--- src/rtl/key_evt_pkg.sv ---
// ============================================================================
// Module : key_evt_pkg
// Brief  : Shared constants and event record for the key event front end.
// Rev    : 1.0  initial release
// ============================================================================
`default_nettype none

package key_evt_pkg;

  localparam int NKEYS_DEFAULT = 18;
  localparam int KEY_IDX_W     = $clog2(NKEYS_DEFAULT);

  typedef struct packed {
    logic [KEY_IDX_W-1:0] key_idx;
    logic                 press;
  } key_event_t;

endpackage

`default_nettype wire

--- src/rtl/key_event_arbiter_tick_gen.sv ---
// ============================================================================
// Module : tick_gen
// Brief  : Free-running divider producing a one-cycle sample tick every TICK_DIV clocks.
// Rev    : 1.0  initial release
// ============================================================================
`default_nettype none

module tick_gen #(
  parameter int TICK_DIV = 65536
) (
  input  logic clk,
  input  logic rst,
  output logic tick_o
);

  localparam int CW = $clog2(TICK_DIV);

  logic [CW-1:0] cnt_q;
  logic [CW-1:0] cnt_d;

  assign tick_o = (cnt_q == CW'(TICK_DIV - 1));
  assign cnt_d  = tick_o ? '0 : cnt_q + CW'(1);

  always_ff @(posedge clk or negedge rst) begin
    if (!rst) cnt_q <= '0;
    else      cnt_q <= cnt_d;
  end

endmodule

`default_nettype wire

--- src/rtl/key_event_arbiter.sv ---
// ============================================================================
// Module : key_event_arbiter
// Brief  : Per-key sync/debounce/edge detect with round-robin event stream output.
// Rev    : 1.0  initial release
// ============================================================================
`default_nettype none

module key_event_arbiter
  import key_evt_pkg::*;
#(
  parameter int NKEYS        = NKEYS_DEFAULT,
  parameter int TICK_DIV     = 65536,
  parameter int STABLE_TICKS = 4
) (
  input  logic                                 clk,
  input  logic                                 rst,
  input  logic [NKEYS-1:0]                     key_in,
  output logic [NKEYS-1:0]                     key_state,
  output logic                                 ev_valid,
  input  logic                                 ev_ready,
  output logic [((NKEYS > 1) ? $clog2(NKEYS) : 1)-1:0] ev_key,
  output logic                                 ev_press,
  output logic                                 ev_overrun,
  input  logic                                 clr_overrun
);

  localparam int KW = (NKEYS > 1) ? $clog2(NKEYS) : 1;

  logic [NKEYS-1:0] meta_q, sync_q;
  logic [NKEYS-1:0] state_q, state_d;
  logic [3:0]       cnt_q [NKEYS];
  logic [3:0]       cnt_d [NKEYS];
  logic [NKEYS-1:0] post;
  logic [NKEYS-1:0] pend_q, pend_d, dir_q, dir_d;
  logic [KW-1:0]    rr_q, rr_d, key_q, key_d;
  logic             valid_q, valid_d, press_q, press_d, ovr_q, ovr_d, ovr_set;
  logic             tick, load, gnt_found, gnt;
  logic [KW-1:0]    gnt_idx;

  // First requester at or above ptr, wrapping past NKEYS-1 back to 0.
  function automatic logic [KW:0] rr_pick(input logic [NKEYS-1:0] req,
                                          input logic [KW-1:0]    ptr);
    logic          found;
    logic [KW-1:0] idx;
    logic [KW-1:0] kk;
    int            k;
    found = 1'b0;
    idx   = '0;
    for (int j = 0; j < NKEYS; j++) begin
      k = int'(ptr) + j;
      if (k >= NKEYS) k = k - NKEYS;
      kk = KW'(k);
      if (!found && req[kk]) begin
        found = 1'b1;
        idx   = kk;
      end
    end
    return {found, idx};
  endfunction

  tick_gen #(.TICK_DIV(TICK_DIV)) u_tick (
    .clk    (clk),
    .rst    (rst),
    .tick_o (tick)
  );

  always_comb begin
    state_d = state_q;
    post    = '0;
    for (int i = 0; i < NKEYS; i++) begin
      cnt_d[i] = cnt_q[i];
      if (tick) begin
        if (sync_q[i] == state_q[i]) begin
          cnt_d[i] = '0;
        end else if (cnt_q[i] + 4'd1 == 4'(STABLE_TICKS)) begin
          cnt_d[i]   = '0;
          state_d[i] = ~state_q[i];
          post[i]    = 1'b1;
        end else begin
          cnt_d[i] = cnt_q[i] + 4'd1;
        end
      end
    end
  end

  assign {gnt_found, gnt_idx} = rr_pick(pend_q, rr_q);
  assign load = !valid_q || ev_ready;
  assign gnt  = load && gnt_found;

  // A post in the grant cycle re-arms pend; the granted event keeps the old dir.
  always_comb begin
    pend_d  = pend_q;
    dir_d   = dir_q;
    ovr_set = 1'b0;
    for (int i = 0; i < NKEYS; i++) begin
      if (gnt && gnt_idx == KW'(i)) pend_d[i] = 1'b0;
      if (post[i]) begin
        pend_d[i] = 1'b1;
        dir_d[i]  = state_d[i];
        if (pend_q[i] && !(gnt && gnt_idx == KW'(i))) ovr_set = 1'b1;
      end
    end
    ovr_d = ovr_set ? 1'b1 : (clr_overrun ? 1'b0 : ovr_q);
  end

  always_comb begin
    valid_d = valid_q;
    key_d   = key_q;
    press_d = press_q;
    rr_d    = rr_q;
    if (load) begin
      valid_d = gnt_found;
      if (gnt_found) begin
        key_d   = gnt_idx;
        press_d = dir_q[gnt_idx];
        rr_d    = (gnt_idx == KW'(NKEYS - 1)) ? '0 : gnt_idx + KW'(1);
      end
    end
  end

  always_ff @(posedge clk or negedge rst) begin
    if (!rst) begin
      meta_q  <= '0;
      sync_q  <= '0;
      state_q <= '0;
      pend_q  <= '0;
      dir_q   <= '0;
      rr_q    <= '0;
      key_q   <= '0;
      valid_q <= 1'b0;
      press_q <= 1'b0;
      ovr_q   <= 1'b0;
      for (int i = 0; i < NKEYS; i++) cnt_q[i] <= '0;
    end else begin
      meta_q  <= key_in;
      sync_q  <= meta_q;
      state_q <= state_d;
      pend_q  <= pend_d;
      dir_q   <= dir_d;
      rr_q    <= rr_d;
      key_q   <= key_d;
      valid_q <= valid_d;
      press_q <= press_d;
      ovr_q   <= ovr_d;
      for (int i = 0; i < NKEYS; i++) cnt_q[i] <= cnt_d[i];
    end
  end

  assign key_state  = state_q;
  assign ev_valid   = valid_q;
  assign ev_key     = key_q;
  assign ev_press   = press_q;
  assign ev_overrun = ovr_q;

endmodule

`default_nettype wire

--- config.mk ---
export PLATFORM = sky130hd
export DESIGN_NAME = key_event_arbiter
export DESIGN_NICKNAME = d
export VERILOG_FILES = /design/src/rtl/key_evt_pkg.sv /design/src/rtl/key_event_arbiter_tick_gen.sv /design/src/rtl/key_event_arbiter.sv
export SDC_FILE = /design/constraint.sdc
export NUM_CORES = 1
export LEC_CHECK = 0
export CAP_MARGIN = 25
export CORE_MARGIN = 3
export CORE_UTILIZATION = 50
export DETAILED_ROUTE_END_ITERATION = 8
export PLACE_DENSITY = 0.74
export SYNTH_ARGS = -nofsm -noshare
export SYNTH_HDL_FRONTEND = slang
export SYNTH_SLANG_ARGS = --single-unit
--- constraint.sdc ---
create_clock -name clk -period 15.17 [get_ports clk]
set_input_delay 3.034 -clock clk [delete_from_list [all_inputs] [get_ports clk]]
set_output_delay 3.034 -clock clk [all_outputs]
set_load 0.005 [all_outputs]
==> results of run 1 <==
-- logic make-up (layout without fill, tap and decap cells) --
| logic type | Yosys count | after routing |
|---|---|---|
| simple gates | 834 | 834 |
| mux | 108 | 108 |
| fa+ha+maj | 68 | 68 |
| compound gates | 720 | 720 |
| buf+inv | 160 | 146 |
| flops | 191 | 191 |
| xor+xnor | 100 | 100 |
-- synthesized netlist by cell type, drive strengths merged (13+ instances only) --
cell type    n
a211oi      34
a21boi      13
a21o        16
a21oi       96
a22o        21
a22oi       17
a311oi      13
a31oi       46
and2        27
and3        21
buf         70
clkbuf      50
dfrtp      191
ha          68
inv         38
mux2        39
mux2i       52
mux4        17
nand2      273
nand2b      35
nand3      121
nand4       37
nor2       152
nor2b       16
nor3        62
nor4        20
o211ai      41
o21ai      198
o22ai       24
o311ai      13
o31ai       42
or2         16
xnor2       65
xor2        35
-- final cells by class --
| cell class | count | area (sq um) |
|---|---|---|
| Tap cell | 455 | 569.3 |
| Clock buffer | 17 | 425.4 |
| Inverter | 40 | 152.6 |
| Timing Repair Buffer | 75 | 679.4 |
| Multi-Input combinational cell | 1830 | 12470 |
| Fill cell | 3219 | 15810 |
| Sequential cell | 191 | 4785 |
| Clock inverter | 14 | 157.7 |
-- flip-flops by register name (all words and copies together), names as in the netlist, 16 cells and up --
signal	flops
cnt_q	72
dir_q	18
key_state	18
meta_q	18
pend_q	18
sync_q	18
u_tick.cnt_q	16
-- placed cells by master (no fill, tap or decap), types with 9 or more instances in the layout --
| master | netlist | final |
|---|---|---|
| a22oi_1 | 17 | 17 |
| mux4_2 | 17 | 17 |
| or2_2 | 14 | 14 |
| o31ai_1 | 40 | 40 |
| o221ai_1 | 10 | 10 |
| nand4_1 | 37 | 37 |
| inv_1 | 33 | 33 |
| o211ai_1 | 38 | 38 |
| mux2_2 | 39 | 39 |
| o21a_1 | 12 | 12 |
| o22ai_1 | 22 | 22 |
| nand2b_1 | 34 | 34 |
| buf_4 | 14 | 25 |
| dfrtp_1 | 191 | 189 |
| a22o_1 | 21 | 21 |
| nor3_1 | 55 | 55 |
| a31oi_1 | 45 | 45 |
| a211oi_1 | 30 | 30 |
| nor4_1 | 16 | 16 |
| o21ai_0 | 180 | 179 |
| nor2_1 | 149 | 149 |
| o21ai_1 | 17 | 18 |
| mux2i_1 | 47 | 46 |
| a21oi_1 | 94 | 94 |
| and3_1 | 20 | 19 |
| nand3b_1 | 9 | 9 |
| xor2_1 | 34 | 34 |
| a21o_1 | 16 | 16 |
| nand2_1 | 269 | 269 |
| ha_1 | 68 | 67 |
| clkbuf_16 | 0 | 17 |
| xnor2_1 | 60 | 60 |
| a31o_2 | 10 | 10 |
| nor2b_1 | 16 | 16 |
| clkdlybuf4s50_1 | 0 | 46 |
| nand3_1 | 117 | 116 |
| and2_1 | 26 | 26 |
-- worst reg2reg max path: stages (launching register included) --
cell	delay, ns
dfrtp_4	0.70
inv_1	0.25
ha_2	0.37
buf_4	0.61
inv_1	0.67
ha_1	0.64
a22oi_1	0.25
and2_1	0.28
a31o_2	0.19
nand4_1	0.33
nand2_1	0.42
mux2_2	0.38
a211oi_1	0.47
a211oi_1	0.10
nor3_1	0.39
or2_1	0.71
nand2_1	0.25
nor2_1	0.15
ha_1	0.15
nand2_1	0.06
a31oi_1	0.24
and3_1	0.19
o211a_1	0.14
o31ai_1	0.07
nor3_1	0.20
nand2_1	0.07
-- through the flow --
step | setup WS [ns] | util | instances | hold WS (ns)
2_1_floorplan | 7.737 | - | 2181 | 0.3312
3_3_place_gp | 7.118 | 0.5316 | 2587 | 0.3321
3_5_place_dp | 7.000 | 0.5321 | 2590 | 0.3347
4_1_cts | 6.947 | 0.5488 | 2621 | 0.3506
5_1_grt | 6.396 | 0.5490 | 2622 | 0.3537
6_report | 6.763 | 0.5490 | 2622 | 0.3488
-- worst max path at each step --
stage	from	endpoint	slack, ns	depth (start not counted)
2_1_floorplan	rr_q[1]	ev_overrun	7.74	34
3_3_place_gp	rr_q[0]	ev_overrun	7.12	28
3_5_place_dp	rr_q[0]	ev_overrun	7.00	25
4_1_cts	rr_q[0]	ev_overrun	6.95	25
5_1_grt	rr_q[0]	ev_overrun	6.40	25
6_report	rr_q[0]	ev_overrun	6.76	25
-- metal layers --
layer  GRT usage  wire, microns
met1      0.4244          25200
met2      0.5538          30400
met3     0.06079           5887
met4      0.2083           5073
met5           0              0
==> results.py, run 1 <==
metrics = {
    "synthesis": {
        "synth_top_area_frac": 0.2650,
        "yosysSeqAreaShare": 0.2650,
        "synthTopCellsByArea": "dfrtp_1 27%, nand2_1 5.6%, o21ai_0 5.0%",
        "synth_fa_ha_area_frac": 0.04718,
        "synth_top_family_by_area": "compound AO/OA/AOI/OAI gates",
        "ys_types": 126,
        "ys_ff_latch": 191,
        "synthArstFlopShare": 1.000,
        "syn_nets": 2271,
        "syn-instance-count": 2181,
        "synth_top_flop_cell": "dfrtp_1",
        "post_synth.cell_area_avg_sq_um": 8.268,
        "synth-edff-count": 0,
        "ys.warnings.count": 0,
        "synth_mux_area_frac": 0.07549,
        "yosys.area_share.simple": 0.2330,
        "synth_compound_gate_area_share": 0.2843,
        "netlist_area_sq_mm": 0.01803,
        "synth_xor_area_frac": 0.05107,
        "synth_largest_area_cell": "dfrtp_1",
    },
    "routing": {
        "wl_microns": 66560,
        "vias": 18490,
        "wire_per_inst_microns": 25.38,
        "drt_first_pass_iters": 6,
        "viasPerCell": 7.052,
        "drcViolationCount": 0,
        "postRouteAntennaNets": 0,
        "drtIter0Drc": 1896,
    },
    "clocking": {
        "cts_buffers": 17,
        "holdBufCountCts": 0,
        "postCtsSetupBuffers": 0,
        "clock-sinks": 191,
        "path_clk_slew_ns": 0.07,
        "cts_resized": 0,
        "clkLatencyLatePin_ns": 0.44,
        "cts-htree-levels": 4,
        "clock_path_buffers": 2,
        "cts_tree": "yes",
        "cts.root.buffer_cell": "clkbuf_16",
    },
    "min_path": {
        "worstHoldStart": "meta_q[13]",
        "hold_class": "flop to flop",
        "hold_path_end": "sync_q[13]",
        "hold_path_depth": 0,
    },
    "place": {
        "numPortBuffers": 47,
        "gp_congestion": 1.064,
        "place_area_sq_mm": 0.01865,
        "place_hpwl_microns": 49220,
    },
    "finish": {
        "num_antenna_cells": 0,
        "finalNetCount": 2245,
        "area_growth_pct": 6.709,
        "drive_above_1_share": 0.1080,
        "postLayoutCellArea_sq_mm": 0.01924,
    },
    "worst_setup_path": {
        "reg2reg_slack_ns": 6.76,
        "cp-start-kind": "flop",
        "crit_path_top_delay_cell": "or2_1",
        "reg2reg_to": "ev_overrun",
        "crit_arrival_ns": 8.73,
        "r2r_cells": 25,
        "cp_top_family": "simple AND/OR/NAND/NOR gates",
        "endpoint_kind": "flop",
        "timing.critical_path.mode_cell": "nand2_1",
        "required_ns": 15.50,
        "reg2reg_from": "rr_q[0]",
        "critPathBufInv": 3,
        "critPathKind": "flop to flop",
        "cpPeakStageDelay_ns": 0.71,
        "crit_fanout": 81,
    },
    "floorplan": {
        "num_rows": 68,
        "io_pins": 48,
        "core-area_sq_mm": 0.03505,
        "die_area_sq_mm": 0.03838,
        "die_y_microns": 195.9,
        "initial_core_util": 0.5145,
        "die_w_microns": 195.9,
    },
    "sta": {
        "fin_skew_ns": 0.009444,
        "post-route-min-period_ns": 8.407,
        "setup_viol": 0,
        "final_hold_viol_count": 0,
        "rsz0062_at_grt": "no",
        "setup_total_negative_slack_ns": 0,
        "worst_pin_slew_ns": 1.161,
        "post-route-period-util": 0.5542,
        "max_slew_margin": 0.2206,
        "finalMaxSlewViolations": 0,
        "max_freq_mhz": 119.0,
    },
    "global_routing": {
        "grtUsageTotal": 0.3415,
        "grt_max_degree": 117,
        "grt_pass1_wl_microns": 103400,
        "antenna_found_initial": 0,
        "grt_pass1_vias": 17450,
        "overflow": 0,
    },
    "job": {
        "maxCapViolCount": 0,
    },
    "status": {
        "status": "finished, final reports clean",
    },
}
Power of run 1 is not shown: default switching activity piles up to over one toggle a cycle in this logic, so the estimate is an artifact.
==> inputs of run 2 (changes only) <==
Settings changed: PLACE_DENSITY 0.74 to 0.76.
Clock period 15.17 ns to 7.44 ns, I/O delays scaled along.
==> results.py, run 2 (synthesis gave the netlist of run 1 again) <==
metrics = {
    "floorplan": {
        "num_rows": 68,
        "initial_core_util": 0.5145,
        "io_pins": 48,
        "core-area_sq_mm": 0.03505,
        "die_area_sq_mm": 0.03838,
        "die_w_microns": 195.9,
        "die_y_microns": 195.9,
    },
    "place": {
        "numPortBuffers": 47,
        "place_hpwl_microns": 52120,
        "place_area_sq_mm": 0.01915,
        "gp_congestion": 1.063,
    },
    "finish": {
        "area_growth_pct": 10.06,
        "drive_above_1_share": 0.1409,
        "postLayoutCellArea_sq_mm": 0.01985,
        "regMostFlops": "cnt_q",
        "finalNetCount": 2313,
        "final_common_cell": "nand2_1",
        "layout_common_cells": "269 x nand2_1, 189 x dfrtp_1, 177 x o21ai_0",
        "largest_reg_flops": 72,
    },
    "global_routing": {
        "grt_pass1_wl_microns": 105300,
        "overflow": 0,
        "grtUsageTotal": 0.3525,
        "grt_pass1_vias": 17540,
        "grt_max_degree": 108,
        "antenna_found_initial": 1,
    },
    "sta": {
        "max_freq_mhz": 142.0,
        "max_slew_margin": 0.2342,
        "post-route-min-period_ns": 7.041,
        "worst_pin_slew_ns": 1.117,
        "setup_total_negative_slack_ns": 0,
        "setup_viol": 0,
        "rsz0062_at_grt": "no",
        "finalMaxSlewViolations": 0,
        "post-route-period-util": 0.9464,
        "fin_skew_ns": 0.01030,
        "final_hold_viol_count": 0,
    },
    "routing": {
        "wl_microns": 69420,
        "vias": 18450,
        "postRouteAntennaNets": 0,
        "drtIter0Drc": 2135,
        "drt_first_pass_iters": 7,
        "viasPerCell": 6.850,
        "drcViolationCount": 0,
        "wire_per_inst_microns": 25.78,
    },
    "worst_setup_path": {
        "critPathKind": "flop to flop",
        "cpPeakStageDelay_ns": 0.76,
        "crit_path_top_delay_cell": "o21ai_0",
        "timing.critical_path.mode_cell": "buf_4",
        "endpoint_kind": "flop",
        "crit_arrival_ns": 7.38,
        "cp-start-kind": "flop",
        "r2r_cells": 29,
        "reg2reg_from": "rr_q[4]",
        "required_ns": 7.77,
        "crit_fanout": 17,
        "reg2reg_slack_ns": 0.40,
        "reg2reg_to": "ev_overrun",
    },
    "min_path": {
        "hold_path_depth": 0,
        "hold_class": "flop to flop",
        "worstHoldStart": "meta_q[16]",
        "hold_path_end": "sync_q[16]",
    },
    "clocking": {
        "clock_path_buffers": 2,
        "clkLatencyLatePin_ns": 0.45,
        "path_clk_slew_ns": 0.08,
        "cts-htree-levels": 4,
        "cts_tree": "yes",
        "clock-sinks": 191,
        "holdBufCountCts": 0,
        "cts.root.buffer_cell": "clkbuf_16",
        "cts_buffers": 17,
    },
    "job": {
        "maxCapViolCount": 0,
    },
    "status": {
        "status": "finished, final reports clean",
    },
}
==> run 2: cell types whose count changed in the layout (fill, tap and decap cells not counted), moves of 2 or more <==
cell / previous run / this run
buf_4: 25 / 93
ha_1: 67 / 63
ha_2: 1 / 5
buf_12: 0 / 2
buf_2: 2 / 0
clkinv_2: 3 / 1
diode_2: 0 / 2
o21ai_0: 179 / 177
o21ai_1: 18 / 20
==> run 2: timing repair <==
| item | CTS | global route |
|---|---|---|
| endpoints found under the setup margin | 0 | 1 |
| buffers inserted | 0 | 4 |
| endpoints found under the hold margin | 0 | 0 |
| gates resized for setup | 0 | 15 |
==> run 2: critical path: cells and delay by family, from the launching register on <==
family                   cells  cell delay, ns
buffers and inverters        6            1.31
adder cells (fa/ha/maj)      3            0.56
AO/OA/AOI/OAI               11            2.87
AND/OR/NAND/NOR              9            1.57
flip-flops                   1            0.61
==> run 2: metrics by stage <==
| step | utilization | worst slack (ns) | cells | hold slack (ns) |
|---|---|---|---|---|
| CTS | 0.5629 | 0.1991 | 2685 | 0.3487 |
| global route | 0.5661 | 0.007963 | 2691 | 0.3534 |
| floorplan | - | 0.006668 | 2181 | 0.3312 |
| finish | 0.5662 | 0.3985 | 2693 | 0.3453 |
| detailed placement | 0.5462 | 0.2731 | 2653 | 0.3356 |
| global placement | 0.5460 | 0.1219 | 2652 | 0.3312 |
==> run 2: final cells by class <==
cell class	instances	area, sq um
clock inverters	14	145.1
fillers	3174	15210
well taps	455	569.3
inverters	40	152.6
clock buffers	18	439.2
diodes	2	5.005
multi-input cells	1830	12530
flip-flops and latches	191	4785
repair buffers	143	1224
==> run 2: worst max-delay path by stage <==
| stage | from | endpoint | slack [ns] | depth (start not counted) |
|---|---|---|---|---|
| global route | rr_q[1] | ev_overrun | 0.008 | 27 |
| CTS | rr_q[1] | ev_overrun | 0.20 | 28 |
| finish | rr_q[4] | ev_overrun | 0.40 | 29 |
| detailed placement | rr_q[1] | ev_overrun | 0.27 | 28 |
| global placement | rr_q[1] | ev_overrun | 0.12 | 28 |
| floorplan | rr_q[1] | ev_overrun | 0.007 | 34 |
==> run 2: per-layer routing <==
metal / vias to the layer above / GRT usage / share of wire
met5: - / 0 / 0
met4: 0 / 0.2213 / 0.072
met3: 227 / 0.05650 / 0.081
met2: 975 / 0.5706 / 0.46
met1: 8894 / 0.4406 / 0.39
li1: 8351 / - / -
Power of run 2 is left out for the same reason.
==> inputs of run 3 (changes only) <==
Settings changed: CORE_UTILIZATION 50 to 59, PLACE_DENSITY 0.76 to 0.84, SYNTH_HIERARCHICAL set to 1.
Clock period 7.44 ns to 7 ns, I/O delays scaled along.
==> results.py, run 3 <==
metrics = {
    "status": {
        "status": "finished, final reports clean",
    },
    "min_path": {
        "hold_path_depth": 0,
        "hold_path_end": "sync_q[11]",
        "worstHoldStart": "meta_q[11]",
        "hold_class": "flop to flop",
    },
    "worst_setup_path": {
        "crit_arrival_ns": 6.98,
        "reg2reg_from": "rr_q[1]",
        "cp-start-kind": "flop",
        "reg2reg_slack_ns": 0.30,
        "required_ns": 7.28,
        "crit_fanout": 11,
        "r2r_cells": 22,
        "reg2reg_to": "ev_overrun",
        "endpoint_kind": "flop",
        "critPathKind": "flop to flop",
    },
    "clocking": {
        "cts_resized": 0,
        "cts_buffers": 17,
        "cts.root.buffer_cell": "clkbuf_16",
        "clock-sinks": 191,
        "postCtsSetupBuffers": 0,
        "cts-htree-levels": 4,
        "clock_path_buffers": 2,
        "cts_tree": "yes",
        "path_clk_slew_ns": 0.07,
        "clkLatencyLatePin_ns": 0.43,
        "holdBufCountCts": 0,
    },
    "synthesis": {
        "ys_ff_latch": 191,
        "synth-edff-count": 0,
        "synthTopCellsByArea": "dfrtp_1 27%, ha_1 5.0%, nand2_1 4.8%",
        "yosysMostFrequentCell": "nand2_1",
        "synth_top_flop_cell": "dfrtp_1",
        "ys.warnings.count": 6,
        "syn-instance-count": 2129,
        "syn_nets": 2222,
        "synthArstFlopShare": 1.000,
        "synth_largest_area_cell": "dfrtp_1",
        "synth_top_area_frac": 0.2681,
        "synth_common_cells": "229 x nand2_1, 191 x dfrtp_1, 161 x nor2_1, 161 x o21ai_0, 107 x a21oi_1",
        "ys_types": 125,
        "netlist_area_sq_mm": 0.01782,
        "yosysSeqAreaShare": 0.2681,
        "post_synth.cell_area_avg_sq_um": 8.372,
    },
    "sta": {
        "setup_total_negative_slack_ns": 0,
        "post-route-period-util": 0.9569,
        "max_freq_mhz": 149.3,
        "max_slew_margin": 0.3480,
        "final_hold_viol_count": 0,
        "setup_viol": 0,
        "finalMaxSlewViolations": 0,
        "rsz0062_at_grt": "no",
        "post-route-min-period_ns": 6.698,
        "fin_skew_ns": 0.009733,
        "worst_pin_slew_ns": 0.9508,
    },
    "routing": {
        "drcViolationCount": 0,
        "wire_per_inst_microns": 25.76,
        "drtIter0Drc": 2790,
        "viasPerCell": 7.178,
        "postRouteAntennaNets": 0,
        "drt_first_pass_iters": 7,
        "wl_microns": 66850,
        "vias": 18630,
    },
    "finish": {
        "layout_common_cells": "229 x nand2_1, 187 x dfrtp_1, 161 x nor2_1",
        "num_antenna_cells": 0,
        "final_common_cell": "nand2_1",
        "regMostFlops": "cnt_q",
        "area_growth_pct": 11.04,
        "fillers": 2359,
        "finalNetCount": 2288,
        "drive_above_1_share": 0.1338,
        "largest_reg_flops": 72,
    },
    "floorplan": {
        "die_w_microns": 179.8,
        "die_area_sq_mm": 0.03233,
        "die_y_microns": 179.8,
        "num_rows": 63,
        "initial_core_util": 0.5998,
        "core-area_sq_mm": 0.02972,
        "io_pins": 48,
    },
    "global_routing": {
        "overflow": 0,
        "antenna_found_initial": 0,
        "grt_max_degree": 129,
        "grt_pass1_wl_microns": 103100,
        "grt_pass1_vias": 18130,
        "grtUsageTotal": 0.3996,
    },
    "job": {
        "maxCapViolCount": 0,
    },
    "place": {
        "place_hpwl_microns": 49480,
        "numPortBuffers": 47,
        "gp_congestion": 1.094,
    },
}
==> run 3: per-stage QoR <==
| step | setup WS, ns | hold WS, ns | instance area (sq um) | instances | util |
|---|---|---|---|---|---|
| 2_1_floorplan | 0.05327 | 0.3312 | 17830 | 2129 | - |
| 3_3_place_gp | 0.4116 | 0.3325 | 19110 | 2564 | 0.6431 |
| 3_5_place_dp | 0.2595 | 0.3362 | 19110 | 2564 | 0.6431 |
| 4_1_cts | 0.1897 | 0.3452 | 19700 | 2593 | 0.6628 |
| 5_1_grt | 0.03917 | 0.3524 | 19790 | 2595 | 0.6660 |
| 6_report | 0.3016 | 0.3457 | 19790 | 2595 | 0.6660 |
==> run 3: final cells by class <==
cell class                      instances  area, sq um  share of cell area
Clock buffer                           20        446.7             0.02257
Inverter                               62        236.5             0.01195
Tap cell                              390        488.0             0.02465
Timing Repair Buffer                  158         1388             0.07011
Clock inverter                          9        137.6            0.006954
Multi-Input combinational cell       1765        12310              0.6220
Sequential cell                       191         4785              0.2417
==> run 3: cell families after synthesis <==
kind of cell	synth area share
AO/OA/AOI/OAI	0.2870
XOR/XNOR	0.05377
adder cells (fa/ha/maj)	0.04984
buffers and inverters	0.04506
flip-flops	0.2681
multiplexers	0.07735
AND/OR/NAND/NOR	0.2188
==> run 3: worst max-delay path, stage by stage, from the launching register on <==
cell and delay (ns):
dfrtp_2 0.39, clkinv_1 0.19, ha_2 0.59, inv_1 0.10, buf_4 0.20, ha_1 0.48, o211a_2 0.36, and4b_1 0.25
o41ai_4 0.53, nand2_1 0.20, or3_1 0.55, or3_1 0.51, a2bb2oi_1 0.20, o221ai_2 0.33, ha_1 0.27, and2_1 0.14
ha_1 0.14, nand2_1 0.07, nand3_1 0.09, o2111ai_1 0.13, or3_1 0.33, nor4_1 0.33, nand4_1 0.14
==> run 3: worst max-delay path by stage <==
stage                  from          to  slack (ns)  cells after the start
finish              rr_q[1]  ev_overrun        0.30                     22
global route        rr_q[1]  ev_overrun        0.04                     21
CTS                 rr_q[1]  ev_overrun        0.19                     21
detailed placement  rr_q[1]  ev_overrun        0.26                     21
global placement    rr_q[3]  ev_overrun        0.41                     22
floorplan           rr_q[0]  ev_overrun        0.05                     35
==> run 3: metal layers <==
metal | GRT usage | share of wire | vias up
met5 | 0 | 0 | -
met4 | 0.2175 | 0.068 | 0
met3 | 0.08660 | 0.096 | 308
met2 | 0.6581 | 0.46 | 1171
met1 | 0.4906 | 0.37 | 8924
li1 | - | - | 8224
Power of run 3 is left out for the same reason.
